==> src/rtl/sum_accumulator_pkg.sv <==
// Shared types and helpers for the sum accumulator.
package sum_accum_pkg;

   // ACCUM: collecting beats, no result pending. HOLD: result presented on the output.
   typedef enum logic {
      ACCUM = 1'b0,
      HOLD  = 1'b1
   } state_t;

   // Bits needed to hold a beat count in the range 0..n.
   function automatic int clog2p1(input int n);
      return $clog2(n + 1);
   endfunction

endpackage

==> src/rtl/sum_accumulator_if.sv <==
// Input sum stream and output group-result stream of the sum accumulator.
//
// Handshake: a transfer happens on a rising clk edge where valid && ready are
// both high. A producer holds valid and its payload stable until that edge and
// never waits for ready before raising valid; ready may depend combinationally
// on the other side's state. flush is a single-cycle sideband pulse qualified
// only by itself, not by in_valid.
interface sum_accumulator_if #(
   parameter int WIDTH = 8,
   parameter int ACC_W = 10,
   parameter int CNT_W = 3
);
   logic             in_valid;
   logic             in_ready;
   logic [WIDTH-1:0] in_data;
   logic             flush;
   logic             out_valid;
   logic             out_ready;
   logic [ACC_W-1:0] out_data;
   logic [CNT_W-1:0] out_count;
   logic             out_ovf;

   // Upstream adder / downstream reader side.
   modport master (
      output in_valid, in_data, flush, out_ready,
      input  in_ready, out_valid, out_data, out_count, out_ovf
   );

   // Accumulator side.
   modport slave (
      input  in_valid, in_data, flush, out_ready,
      output in_ready, out_valid, out_data, out_count, out_ovf
   );
endinterface

==> src/rtl/sum_accumulator.sv <==
// Accumulates groups of COUNT sums (or shorter groups closed by flush) into a
// wider total, with a sticky carry-out flag, and holds each group result until
// the downstream stage takes it.
module sum_accumulator
   import sum_accum_pkg::*;
#(
   parameter int WIDTH = 8,
   parameter int COUNT = 4,
   parameter int ACC_W = WIDTH + $clog2(COUNT)
) (
   input  logic             clk,
   input  logic             rst_n,
   sum_accumulator_if.slave bus,
   output state_t           state
);

   localparam int CNT_W = clog2p1(COUNT);

   logic [ACC_W-1:0] acc;
   logic [CNT_W-1:0] cnt;
   logic             ovf;

   logic             accept;
   logic [ACC_W:0]   sum;
   logic [ACC_W-1:0] nxt_acc;
   logic [CNT_W-1:0] nxt_cnt;
   logic             nxt_ovf;
   logic             close;

   // A pending result blocks input unless it retires this same cycle.
   assign bus.in_ready = !bus.out_valid || bus.out_ready;

   // Next group state after this cycle's beat, and whether the group closes.
   // acc/cnt are already zero while a result is held, so a beat taken on the
   // retiring cycle naturally starts a fresh group.
   always_comb begin
      accept  = bus.in_valid && bus.in_ready;
      sum     = {1'b0, acc} + (ACC_W + 1)'(bus.in_data);
      nxt_acc = acc;
      nxt_cnt = cnt;
      nxt_ovf = ovf;
      if (accept) begin
         nxt_acc = sum[ACC_W-1:0];
         nxt_cnt = cnt + CNT_W'(1);
         nxt_ovf = ovf | sum[ACC_W];
      end
      close = (accept && (nxt_cnt == CNT_W'(COUNT))) ||
              (bus.flush && ((cnt != '0) || accept));
   end

   // Accumulator, FSM and output holding register.
   always_ff @(posedge clk or negedge rst_n) begin
      if (!rst_n) begin
         acc           <= '0;
         cnt           <= '0;
         ovf           <= 1'b0;
         bus.out_valid <= 1'b0;
         bus.out_data  <= '0;
         bus.out_count <= '0;
         bus.out_ovf   <= 1'b0;
         state         <= ACCUM;
      end else if (close) begin
         bus.out_valid <= 1'b1;
         bus.out_data  <= nxt_acc;
         bus.out_count <= nxt_cnt;
         bus.out_ovf   <= nxt_ovf;
         acc           <= '0;
         cnt           <= '0;
         ovf           <= 1'b0;
         state         <= HOLD;
      end else begin
         acc <= nxt_acc;
         cnt <= nxt_cnt;
         ovf <= nxt_ovf;
         if (bus.out_valid && bus.out_ready) begin
            bus.out_valid <= 1'b0;
            state         <= ACCUM;
         end
      end
   end

endmodule

==> src/flat_wrapper.sv <==
// flat-port wrapper written by rule: the top's interface ports become plain ports
module sum_accumulator_flat import sum_accum_pkg::*;
#(
   parameter int WIDTH = 8,
   parameter int COUNT = 4,
   parameter int ACC_W = WIDTH + $clog2(COUNT)
)
  (clk, rst_n, state, bus_in_valid, bus_in_data, bus_flush, bus_out_ready, bus_in_ready, bus_out_valid, bus_out_data, bus_out_count, bus_out_ovf);
  sum_accumulator_if #(.WIDTH(WIDTH), .ACC_W(ACC_W), .CNT_W(3)) bus_i ();
  input  logic clk;
  input  logic rst_n;
  output state_t state;
  input wire logic [$bits(bus_i.in_valid)-1:0] bus_in_valid;
  input wire logic [$bits(bus_i.in_data)-1:0] bus_in_data;
  input wire logic [$bits(bus_i.flush)-1:0] bus_flush;
  input wire logic [$bits(bus_i.out_ready)-1:0] bus_out_ready;
  output wire logic [$bits(bus_i.in_ready)-1:0] bus_in_ready;
  output wire logic [$bits(bus_i.out_valid)-1:0] bus_out_valid;
  output wire logic [$bits(bus_i.out_data)-1:0] bus_out_data;
  output wire logic [$bits(bus_i.out_count)-1:0] bus_out_count;
  output wire logic [$bits(bus_i.out_ovf)-1:0] bus_out_ovf;
  assign bus_i.in_valid = bus_in_valid;
  assign bus_i.in_data = bus_in_data;
  assign bus_i.flush = bus_flush;
  assign bus_i.out_ready = bus_out_ready;
  assign bus_in_ready = bus_i.in_ready;
  assign bus_out_valid = bus_i.out_valid;
  assign bus_out_data = bus_i.out_data;
  assign bus_out_count = bus_i.out_count;
  assign bus_out_ovf = bus_i.out_ovf;
  sum_accumulator #(.WIDTH(WIDTH), .COUNT(COUNT), .ACC_W(ACC_W)) u_core (.clk(clk), .rst_n(rst_n), .bus(bus_i), .state(state));
endmodule
==> config.mk <==
export PLATFORM = sky130hd
export DESIGN_NAME = sum_accumulator_flat
export DESIGN_NICKNAME = d
export VERILOG_FILES = /design/src/rtl/sum_accumulator_pkg.sv /design/src/rtl/sum_accumulator_if.sv /design/src/rtl/sum_accumulator.sv /design/src/flat_wrapper.sv
export SDC_FILE = /design/constraint.sdc
export NUM_CORES = 1
export LEC_CHECK = 0
export CORE_MARGIN = 10
export CORE_UTILIZATION = 34
export CTS_CLUSTER_DIAMETER = 100
export DETAILED_ROUTE_END_ITERATION = 8
export GPL_TIMING_DRIVEN = 0
export SYNTH_ARGS = -nofsm -noshare
export SYNTH_HDL_FRONTEND = slang
export SYNTH_SLANG_ARGS = --single-unit
export TNS_END_PERCENT = 100
==> constraint.sdc <==
create_clock -name clk -period 2.2 [get_ports clk]
set_input_delay 0.44 -clock clk [delete_from_list [all_inputs] [get_ports clk]]
set_output_delay 0.44 -clock clk [all_outputs]
set_load 0.005 [all_outputs]
---- Word level (Yosys, flattened, before mapping) ----
Index checks and enable logic that the tools add are counted.
storage, ports and cells
  bits in writable memories ............... 0
  memories ................................ 0
  register bits after elaboration ......... 29
  ROM bits ................................ 0
  word-level logic and storage cells ...... 29
  latch bits .............................. 0
  output and inout bits ................... 17
  input port bits ......................... 13
cells by class
  reduce and logical (&&, ||, !) cells .... 10
  eq/ne operators ......................... 1
  shift operators ......................... 0
  multipliers ............................. 0
  order comparisons ....................... 0
  muxes and demuxes ....................... 8
  add/sub/neg operators ................... 2
  divide/modulo/power cells ............... 0
  bitwise operators ....................... 1
operators with widths
  kind                   count
  $mux W10               2
  $add A10 B8 Y11        1
  $mux W3                2
  $logic_and A1 B1 Y1    4
  $mux W1                4
  $add A3 B1 Y3 const B  1
  $eq A3 B3 Y1 const B   1
  $logic_or A1 B1 Y1     3
  $reduce_bool A3 Y1     1
  $reduce_bool A2 Y1     1
  $logic_not A1 Y1       1
  $or A1 B1 Y1           1

---- Depth between registers and ports, before layout ----
Gate-level depths: netlist (run 1).
  word-level depth ........................ 8
  gate-level depth with buffers ........... 8
  mapped depth without buffers ............ 7

---- Worst setup path after synthesis (run 1) ----
OpenSTA, ideal clock, no wires.
  path kind ............................... in2reg
  start point ............................. in bus_in_data[0]
  end point ............................... reg u_core.bus.out_data[6]
  path buffers ............................ 0
  cell stages on the path ................. 7
  setup time .............................. 125 ps
  data arrival time ....................... 1,897 ps
  setup slack ............................. 178 ps
  data required time ...................... 2,075 ps
  cell sequence ........................... ha_1 fa_1 a211oi_1 o21ai_0 xor2_1 mux2i_1 a21oi_2
on the way
  word-level cells in the longest chain between the ends .. 2
ends and longest elaborated chain
  item                    RTL line                  text
  start: declaration      flat_wrapper.sv:14        input wire logic [$bits(bus_i.in_data)-1:0] bus_in_data;
  $add A10 B8 Y11         sum_accumulator.sv:38     sum = {1'b0, acc} + (ACC_W + 1)'(bus.in_data);
  $mux W10                sum_accumulator.sv:42     if (accept) begin
  end signal: assignment  sum_accumulator.sv:64     bus.out_data <= nxt_acc;
  end: declaration        sum_accumulator_if.sv:32  output in_ready, out_valid, out_data, out_count, out_ovf
Every way passes these cells.
A chain may end at the register's enable or synchronous reset.

---- Worst setup path in the final report (run 1) ----
  start point ............................. in bus_out_ready
  end point ............................... out bus_in_ready
on the way
  word-level cells in the longest chain between the ends .. 1
ends and longest elaborated chain
  item                RTL line               text
  start: declaration  flat_wrapper.sv:16     input wire logic [$bits(bus_i.out_ready)-1:0] bus_out_ready;
  $logic_or A1 B1 Y1  sum_accumulator.sv:31  assign bus.in_ready = !bus.out_valid || bus.out_ready;
  end: declaration    flat_wrapper.sv:17     output wire logic [$bits(bus_i.in_ready)-1:0] bus_in_ready;
Every way passes these cells.

==> metrics.txt, run 1 <==
fin crit share=between 90% and 100%; Tightest Pin Transition=0.659 ns; commonest non-fill, non-tap cells in the layout=29 x nor2_1, 29 x dfrtp_1, 28 x clkdlybuf4s50_1; Pins Over Slew Limit=0; Async S/R FF share, synth=100%; Post-Layout Cell Count=roughly 250; fill cell count=about 440; dpl cells=approximately 240; Mapped Cells=approximately 150; largest cells by area after synthesis=dfrtp_1 45%, ha_1 7.7%, nor2_1 6.7%; CTS max path bufs=2; Die Span Y=a little under 90 um; Synth Area in Compound Gates=between 10% and 20%; maximum clock frequency=~480 MHz; Sequential Area=slightly above 700 um^2; cell taking the most area after synthesis=dfrtp_1; number of synthesized register bits=29; Core Area=about 4700 um^2; Hold Buf Count CTS=0; HPWL Detailed=between 2000 and 3000 um; multiplexer area fraction after synthesis=~5%; synthesized area per cell=between 10 and 15 um^2; CTS tree=done; Critical R2R Launch=u_core.acc[0]; Yosys warning total=0; Clk pwr share=approximately 17%; Synth top area share=about 45%; gr usage total=between 10% and 20%; fin crit period=between 2 and 2.5 ns; Main synth FF type=dfrtp_1; # DRC=0; Switch Pwr=1050 uW; CP Class=in2out; sequential fraction of design power=a little under a third; Wirelength per Cell=15.2 um; Pleak=roughly 0.00094 uW; Hold/Removal Path Class=in2async; largest family of logic cells by synthesized area=compound AO/OA/AOI/OAI gates; Critical Path Source=bus_out_ready; htree depth=2; Die Wd=around 89 um; Comb power frac=roughly 51%; Detail Route Antenna Nets=0; syn_nets=approximately 180; Initial Util=a little over a third; Power Total=between 2000 and 3000 uW; Rel. slew slack=56.1%; gpl congestion=approximately 0.78; register area share after synthesis=44.9%; area delta synth->final=30.3%; post-synth cell types=34; Clock Pin Slew Worst Setup and Hold Paths=0.06 ns; global-route wire length before repair=6130 um; critical path data arrival time=between 1.5 and 2 ns; CTS sink count=29; IO Pins=30; via count=approximately 1200; drt pass-1 iters=4; Finish-stage setup viols=0; Clock Skew=approximately 0.0040 ns; die area=7910 um^2; sw frac=37.3%; CP required=1.76 ns; Power Internal=1770 uW; Fin Setup TNS=0 ns; pwr/cell area=between 1000 and 1500 nW/um^2; final setup margin=a little under 0.1 ns; Max-Cap Viols=0; crit path to=bus_in_ready; endpoint class of the critical path=output pin; Skew-Pair Late Insertion Delay=0.28 ns; Post-synth EDFFs=0; status=finished, final reports clean; Synth Area in Simple Gates=12.0%; share of cells above drive strength 1=19.9%; antenna cells=0; area of the multi-input gates=roughly 830 um^2; r2r endpoint=u_core.bus.out_data[6]; Reg2Reg Depth=7; pre-CTS WS=-0.409 ns; Fin. Hold Viols=0; Congestion Overflow GR=0; number of global-route vias before repair=approximately 1300; Worst VDD drop=0.481 mV; port bufs=29; xor and xnor area share after synthesis=roughly 5.4%; initial antenna violation count=0; nets=214; vias per inst=just over 5; RSZ-0062 raised after global routing=true; R2R setup slack=0.28 ns; Std-Cell Rows=25; routed wire length=3720 um; Min Hold Slack=between 0.15 and 0.2 ns; Root Driver=clkbuf_8; Max FO, Critical Path=7; initial DRC count=70; Worst Setup Start Kind=primary input; Synth Area in Adders=roughly 9.0%; TritonCTS Buffers=5; largest net degree at the start of global routing=30; Synth Cell Area=~1600 um^2
flip-flops by register name, indices dropped and copies added (netlist names):
name,flops
u_core.state,1
u_core.acc,10
u_core.bus.out_ovf,1
u_core.cnt,3
u_core.ovf,1
u_core.bus.out_data,10
u_core.bus.out_count,3
power by group through the flow:
stage	sequential [uW]	clock (uW)	combinational, uW
finish	883	488	1450
global route	920	529	1610
CTS	884	500	1450
floorplan	888	0	908
detailed placement	892	0	1430
global placement	887	0	1400
metal layers:
| layer | wire length [um] | global-route usage [%] | up-vias |
|---|---|---|---|
| li1 | - | - | 604 |
| met1 | 1670 | 11.4 | 594 |
| met2 | 1730 | 16.6 | 29 |
| met3 | 262 | 4.28 | 7 |
| met4 | 52 | 3.90 | 0 |
| met5 | 0 | 0 | - |
cells by family (layout without fill, tap and decap cells):
group / count (synthesis) / after routing
AND/OR/NAND/NOR: 42 / 42
AO/OA/AOI/OAI: 38 / 38
flip-flops: 29 / 29
buffers and inverters: 14 / 53
adder cells (fa/ha/maj): 11 / 11
XOR/XNOR: 10 / 10
multiplexers: 8 / 8
worst max-delay path, stage by stage:
cell and delay (ns):
clkdlybuf4s50_1 0.44, nor2b_4 0.23, inv_4 0.09, clkdlybuf4s50_1 0.46
area by class of cell:
class / count / area share, %
multi-input combinational: 109 / 39.3
sequential: 29 / 34.4
buffer: 5 / 2.32
timing repair buffer: 31 / 14.3
tap: 54 / 3.21
inverter: 9 / 1.72
clock inverter: 1 / 0.238
clock buffer: 7 / 4.57
Yosys cell counts (3+ instances only):
master	count
buf_6	3
a21oi_1	11
ha_1	10
o211ai_1	3
a21o_1	3
inv_1	7
dfrtp_1	29
nor2_1	29
mux2i_1	8
a21oi_2	8
nand3_1	4
nand2_1	4
xor2_1	4
xnor2_1	6
worst min-delay path by stage:
stage	start	endpoint	slack, ns	cells past startpoint
detailed placement	u_core.bus.out_count[1]	u_core.bus.out_count[1]	0.50	2
global placement	u_core.ovf	u_core.ovf	0.49	2
floorplan	rst_n	u_core.acc[0]	0.14	0
finish	rst_n	u_core.state	0.18	1
CTS	u_core.bus.out_data[7]	u_core.bus.out_data[7]	0.52	2
global route	rst_n	u_core.cnt[1]	0.24	1
timing repair:
action                     CTS  global route
setup endpoints to repair    5             6
buffers inserted             0             2
resized for setup            2             4
gates cloned                 0             0
pin swaps                    0             4
metrics by stage:
step                util [%]  instance area (um^2)
global route            45.2                  2110
global placement        42.4                  1970
detailed placement      42.4                  1970
CTS                     44.7                  2080
finish                  45.2                  2110
floorplan                  -                  1620
No activity file was read; power rests on OpenSTA's default activity.
==> inputs of run 2 (changes only) <==
--- a/config.mk
+++ b/config.mk
@@ -5,6 +5,7 @@
 export SDC_FILE = /design/constraint.sdc
 export NUM_CORES = 1
 export LEC_CHECK = 0
+export ABC_CLOCK_PERIOD_IN_PS = 2200
 export CORE_MARGIN = 10
 export CORE_UTILIZATION = 34
 export CTS_CLUSTER_DIAMETER = 100
==> results of run 2 <==
The final DEF is identical to that of run 1; final timing and power are the same.
==> variant 1: new RTL, settings of run 1 <==
`WIDTH` is set to 8 in 3 places; all go to 10.
--- a/src/rtl/sum_accumulator_if.sv
+++ b/src/rtl/sum_accumulator_if.sv
@@ -6,7 +6,7 @@
 // on the other side's state. flush is a single-cycle sideband pulse qualified
 // only by itself, not by in_valid.
 interface sum_accumulator_if #(
-   parameter int WIDTH = 8,
+   parameter int WIDTH = 10,
    parameter int ACC_W = 10,
    parameter int CNT_W = 3
 );
--- a/src/rtl/sum_accumulator.sv
+++ b/src/rtl/sum_accumulator.sv
@@ -4,7 +4,7 @@
 module sum_accumulator
    import sum_accum_pkg::*;
 #(
-   parameter int WIDTH = 8,
+   parameter int WIDTH = 10,
    parameter int COUNT = 4,
    parameter int ACC_W = WIDTH + $clog2(COUNT)
 ) (
--- a/src/flat_wrapper.sv
+++ b/src/flat_wrapper.sv
@@ -1,7 +1,7 @@
 // flat-port wrapper written by rule: the top's interface ports become plain ports
 module sum_accumulator_flat import sum_accum_pkg::*;
 #(
-   parameter int WIDTH = 8,
+   parameter int WIDTH = 10,
    parameter int COUNT = 4,
    parameter int ACC_W = WIDTH + $clog2(COUNT)
 )
Ports: changed (resized bus_in_data and bus_out_data); port bits go from 30 to 34. No check against the original RTL was run, so the function may have changed too.
==> variant 1 against run 1 <==
- sequential power up 16%
- design area up 24%
- non-clock buffer count up 12
- sequential cell count up 4
- the flow now finishes with violations (setup timing)
- power up 26%
- wire length up 30%
- clock skew rose by 0.0046 ns
- register-to-register slack got worse by 0.28 ns
- clock power up 26%
- setup slack worse by 0.10 ns
- maximum frequency fell by 4.6%
- area after synthesis grew 21%
==> variant 1: results (changes against run 1) <==
Parameter                              Value

Run status
  Outcome ... finished with violations (was finished clean)
  Violations in the final reports ... setup timing

Cells and area
  Clk tree area frac ... 4.60% (was 4.81%)
  Proportion of layout cells with a drive suffix above 1 ... 17.3% (was 19.9%)
  Fill cell count ... 552 (was 444)
  Sequential cell area ... 826 sq um (was 726 sq um)
  Total number of multi-input combinational cells ... 156 (was 109)
  Net total in the final layout ... 281 (was 214)
  Util after Layout ... 47.2% (was 45.2%)
  Final-layout clock buffer total ... 6 (was 7)
  Plain + repair buffers ... 48 (was 36)
  Layout-stage area growth over the synthesis result ... 33.4% (was 30.3%)
  Portion of the layout cell area used by non-clock buffers ... 16.4% (was 16.6%)
  Regs by FF count ... u_core.acc (12), u_core.bus.out_data (12) (was u_core.acc (10), u_core.bus.out_data (10))

Global route
  Maximum number of pins on one net before global-route repair ... 34 (was 30)
  Number of global-route vias before repair ... 1,647 (was 1,290)
  Global-route wire length before repair ... 8060 microns (was 6130 microns)
  Global-route track usage on met3 ... 3.50% (was 4.28%)
  Global-route met2 utilization ... 17.2% (was 16.6%)

Synthesis
  Sequential-to-total area share from yosys stat ... 42.2% (was 44.9%)
  Most instantiated cells after synthesis ... nor2_1 (36), dfrtp_1 (33), a21oi_1 (21) (was dfrtp_1 (29), nor2_1 (29), a21oi_1 (11))

STA
  Clock Skew ... 0.00860 ns (was 0.00397 ns)
  Final setup slack of the worst path ... -0.00479 ns (was 0.0961 ns)
  Setup Viol. Count Final ... 1 (was 0)

Pwr
  PD cells ... 1360 nW/um^2 (was 1340 nW/um^2)
  Switch share ... 38.7% (was 37.3%)
  Combinational power ... 1.91 mW (was 1.45 mW)
  Power attributed to the clock group ... 0.613 mW (was 0.488 mW)
  Leak pwr ... 1.13 nW (was 0.936 nW)
  Worst VDD drop ... 0.000501 V (was 0.000481 V)

Detailed routing
  Met1 Routed Length ... 2200 microns (was 1670 microns)
  Wire length on met2 ... 2250 microns (was 1730 microns)
  Number of design-rule violations left by the first detailed-router iteration ... 106 (was 70)
  Post-detailed-route wirelength per cell ... 14.8 microns (was 15.2 microns)

Critical path
  Critical path's top delay family ... compound AO/OA/AOI/OAI gates (was buffers and inverters)
  Reg2Reg Depth ... 9 (was 7)
  Crit-path slowest cell ... dfrtp_1 (was clkdlybuf4s50_1)
  Startpoint of the worst setup timing path ... u_core.acc[0]$_DFF_PN0_ (was bus_out_ready)
  Data arrival, critical path ... 2.43 ns (was 1.66 ns)
  Crit Reg-Reg Endpoint ... u_core.bus.out_ovf$_DFFE_PN0P_ (was u_core.bus.out_data[6]$_DFFE_PN0P_)
  Biggest cell delay along the critical path ... 0.36 ns (was 0.46 ns)
  Highest fanout seen on the critical path ... 4 (was 7)

Clocking
  Sinks on Clock Net ... 33 (was 29)
  Buffers inserted during post-CTS setup optimization ... 2 (was 0)
  Skew-Pair Late Insertion Delay ... 0.30 ns (was 0.28 ns)

Placed design
  Final GP Congestion ... 0.834 (was 0.783)
  HPWL after detailed placement ... 3400 microns (was 2800 microns)
  Placed instance count ... 314 (was 235)
  I/O Buffers ... 33 (was 29)
variant 1: per-stage QoR:
stage / setup WS (ns) / power, mW / setup TNS [ns] / hold WS (ns)
3_5_place_dp: -0.759 / 2.81 / -7.52 / 0.471
4_1_cts: -0.0212 / 3.52 / -0.0212 / 0.244
5_1_grt: -0.109 / 3.85 / -0.286 / 0.273
6_report: -0.00479 / 3.55 / -0.00479 / 0.217
2_1_floorplan: 0.0261 / 2.16 / 0 / 0.144
3_3_place_gp: -0.790 / 2.79 / -8.61 / 0.465
variant 1: logic make-up (layout without fill, tap and decap cells):
| group | after synthesis | count (layout) | synth area share (%) |
|---|---|---|---|
| AOI/OAI and AO/OA | 48 | 48 | 17.5 |
| buffers and inverters | 20 | 65 | 5.37 |
| muxes | 8 | 8 | 4.09 |
| and+or+nand+nor | 79 | 79 | 18.6 |
| xor gates and xnor gates | 8 | 8 | 3.58 |
| adders and majority gates | 13 | 13 | 8.69 |
| DFF | 33 | 33 | 42.2 |
==> variant 2: new RTL, config.mk and constraints of run 1 <==
Made on the original files. Make the reset (`rst_n`) synchronous in one clocked block.
--- a/src/rtl/sum_accumulator.sv
+++ b/src/rtl/sum_accumulator.sv
@@ -49,7 +49,7 @@
    end
 
    // Accumulator, FSM and output holding register.
-   always_ff @(posedge clk or negedge rst_n) begin
+   always_ff @(posedge clk) begin
       if (!rst_n) begin
          acc           <= '0;
          cnt           <= '0;
Check against the original RTL: differs if rst_n is asserted again (counterexample within 4 cycles, from zero or initial values and one cycle with rst_n low); with rst_n held inactive, the same outputs for 10 cycles.
==> variant 2 against run 1 <==
- setup slack got worse by 0.066 ns
- design area decreased by 4.4%
- wire length increased by 6.6%
- final cell count increased by 0.41%
- first-iteration DRC count increased by 26%
- utilization increased by 1.1 points
- die area decreased by 4.6%
- area after synthesis decreased by 5.9%
- sequential cell count unchanged
- via count increased by 7.8%
- register-to-register slack got worse by 0.11 ns
- largest cell class unchanged
- highest routed layer unchanged
Power is not compared: it rests on default switching activity, and its combinational part moved more than twofold at a synthesized area within 25%.
==> variant 2: results (changes against run 1) <==
Parameter                              Value

Run status
  Outcome ... finished clean (unchanged)

Critical path
  Data arrival, critical path ... 1.73 ns (was 1.66 ns)
  Biggest cell delay along the critical path ... 0.50 ns (was 0.46 ns)
  Crit Reg-Reg Endpoint ... u_core.acc[7]$_SDFF_PP0_ (was u_core.bus.out_data[6]$_DFFE_PN0P_)
  Reg2Reg Depth ... 8 (was 7)
  Register-to-register setup slack ... 0.17 ns (was 0.28 ns)
  Highest fanout seen on the critical path ... 5 (was 7)
  Launch instance of the worst register-to-register path ... u_core.cnt[0]$_SDFF_PP0_ (was u_core.acc[0]$_DFF_PN0_)

Placed design
  Standard cell area after detailed placement ... 1880 sq um (was 1970 sq um)

Hold path
  Hold crit path type ... flop to flop (was primary input to async pin)

Cells and area
  Fill cell count ... 407 (was 444)
  Sequential cell area ... 582 sq um (was 726 sq um)
  Proportion of layout cells with a drive suffix above 1 ... 16.0% (was 19.9%)

Synthesis
  Most instantiated cells after synthesis ... dfxtp_1 (29), nor2_1 (15), a21oi_1 (11), o2bb2ai_1 (11), ha_1 (10) (was dfrtp_1 (29), nor2_1 (29), a21oi_1 (11))
  Largest cells by area after synthesis ... dfxtp_1 (38%), ha_1 (8.2%), o2bb2ai_1 (6.3%) (was dfrtp_1 (45%), ha_1 (7.7%), nor2_1 (6.7%))
  Fraction of registers with async set or reset after synthesis ... 0% (was 100%)
  Most used flip-flop cell after synthesis ... dfxtp_1 (was dfrtp_1)
  Sequential-to-total area share from yosys stat ... 38.2% (was 44.9%)
  Net Count, Synth ... 182 (was 176)

Clocking
  Quantity of gates resized following cts ... 5 (was 2)

Detailed routing
  Number of design-rule violations left by the first detailed-router iteration ... 88 (was 70)
  Total number of vias ... 1,330 (was 1,234)
  Wirelength, routed ... 3960 microns (was 3720 microns)

Global route
  Global-route wire length before repair ... 6350 microns (was 6130 microns)

STA
  Transition at the pin with the smallest max-transition slack ... 0.353 ns (was 0.659 ns)
  Clock Skew ... 0.00376 ns (was 0.00397 ns)
[variant 2: cell types whose count changed after synthesis, sizes merged, moves of 3 or more]
cell,before,now
o2bb2ai,1,11
dfxtp,0,29
a21oi,20,11
mux2i,8,5
nand2,4,7
nor2,30,17
dfrtp,29,0
[variant 2: area by class of cell]
class | count | share of cell area, %
sequential | 29 | 28.9
timing repair buffer | 29 | 14.5
inverter | 7 | 1.30
clock buffer | 7 | 4.29
buffer | 6 | 3.29
multi-input combinational | 116 | 44.5
tap | 52 | 3.23
[variant 2: per-layer routing]
metal  track usage [%]  up-vias  routed length, microns
met5                 0        -                       0
met2              18.7       28                    2030
met3              2.34        4                     174
li1                  -      648                       -
met4              4.42        0                      54
met1              11.5      650                    1700
[variant 2: kinds of logic after synthesis]
kind of cell | count (synthesis) | share of synthesized area (%)
AOI/OAI and AO/OA | 48 | 23.4
xor gates and xnor gates | 8 | 4.61
adders and majority gates | 11 | 9.54
buffers and inverters | 13 | 6.09
DFF | 29 | 38.2
muxes | 6 | 4.03
and+or+nand+nor | 43 | 14.1
[variant 2: power by group]
group | leakage (nW) | internal (mW) | switching (mW)
Sequential | 0.236 | 0.562 | 0.0222
Clock | 0.0443 | 0.248 | 0.196
Combinational | 0.529 | 0.180 | 0.185
[variant 2: worst min-delay path, cell delays in order, from the launching register on]
cell	delay (ns)
dfxtp_1	0.31
nand2_1	0.05
a21oi_1	0.05
[variant 2: stage by stage]
step	hold slack [ns]	setup slack (ns)	cells	utilization, %	TNS [ns]
2_1_floorplan	0.453	0.173	158	-	0
3_3_place_gp	0.446	-0.490	239	43.1	-4.77
3_5_place_dp	0.448	-0.469	239	43.1	-5.26
4_1_cts	0.466	0.0209	246	45.4	0
5_1_grt	0.484	-0.00458	246	46.3	-0.00458
6_report	0.459	0.0305	246	46.3	0
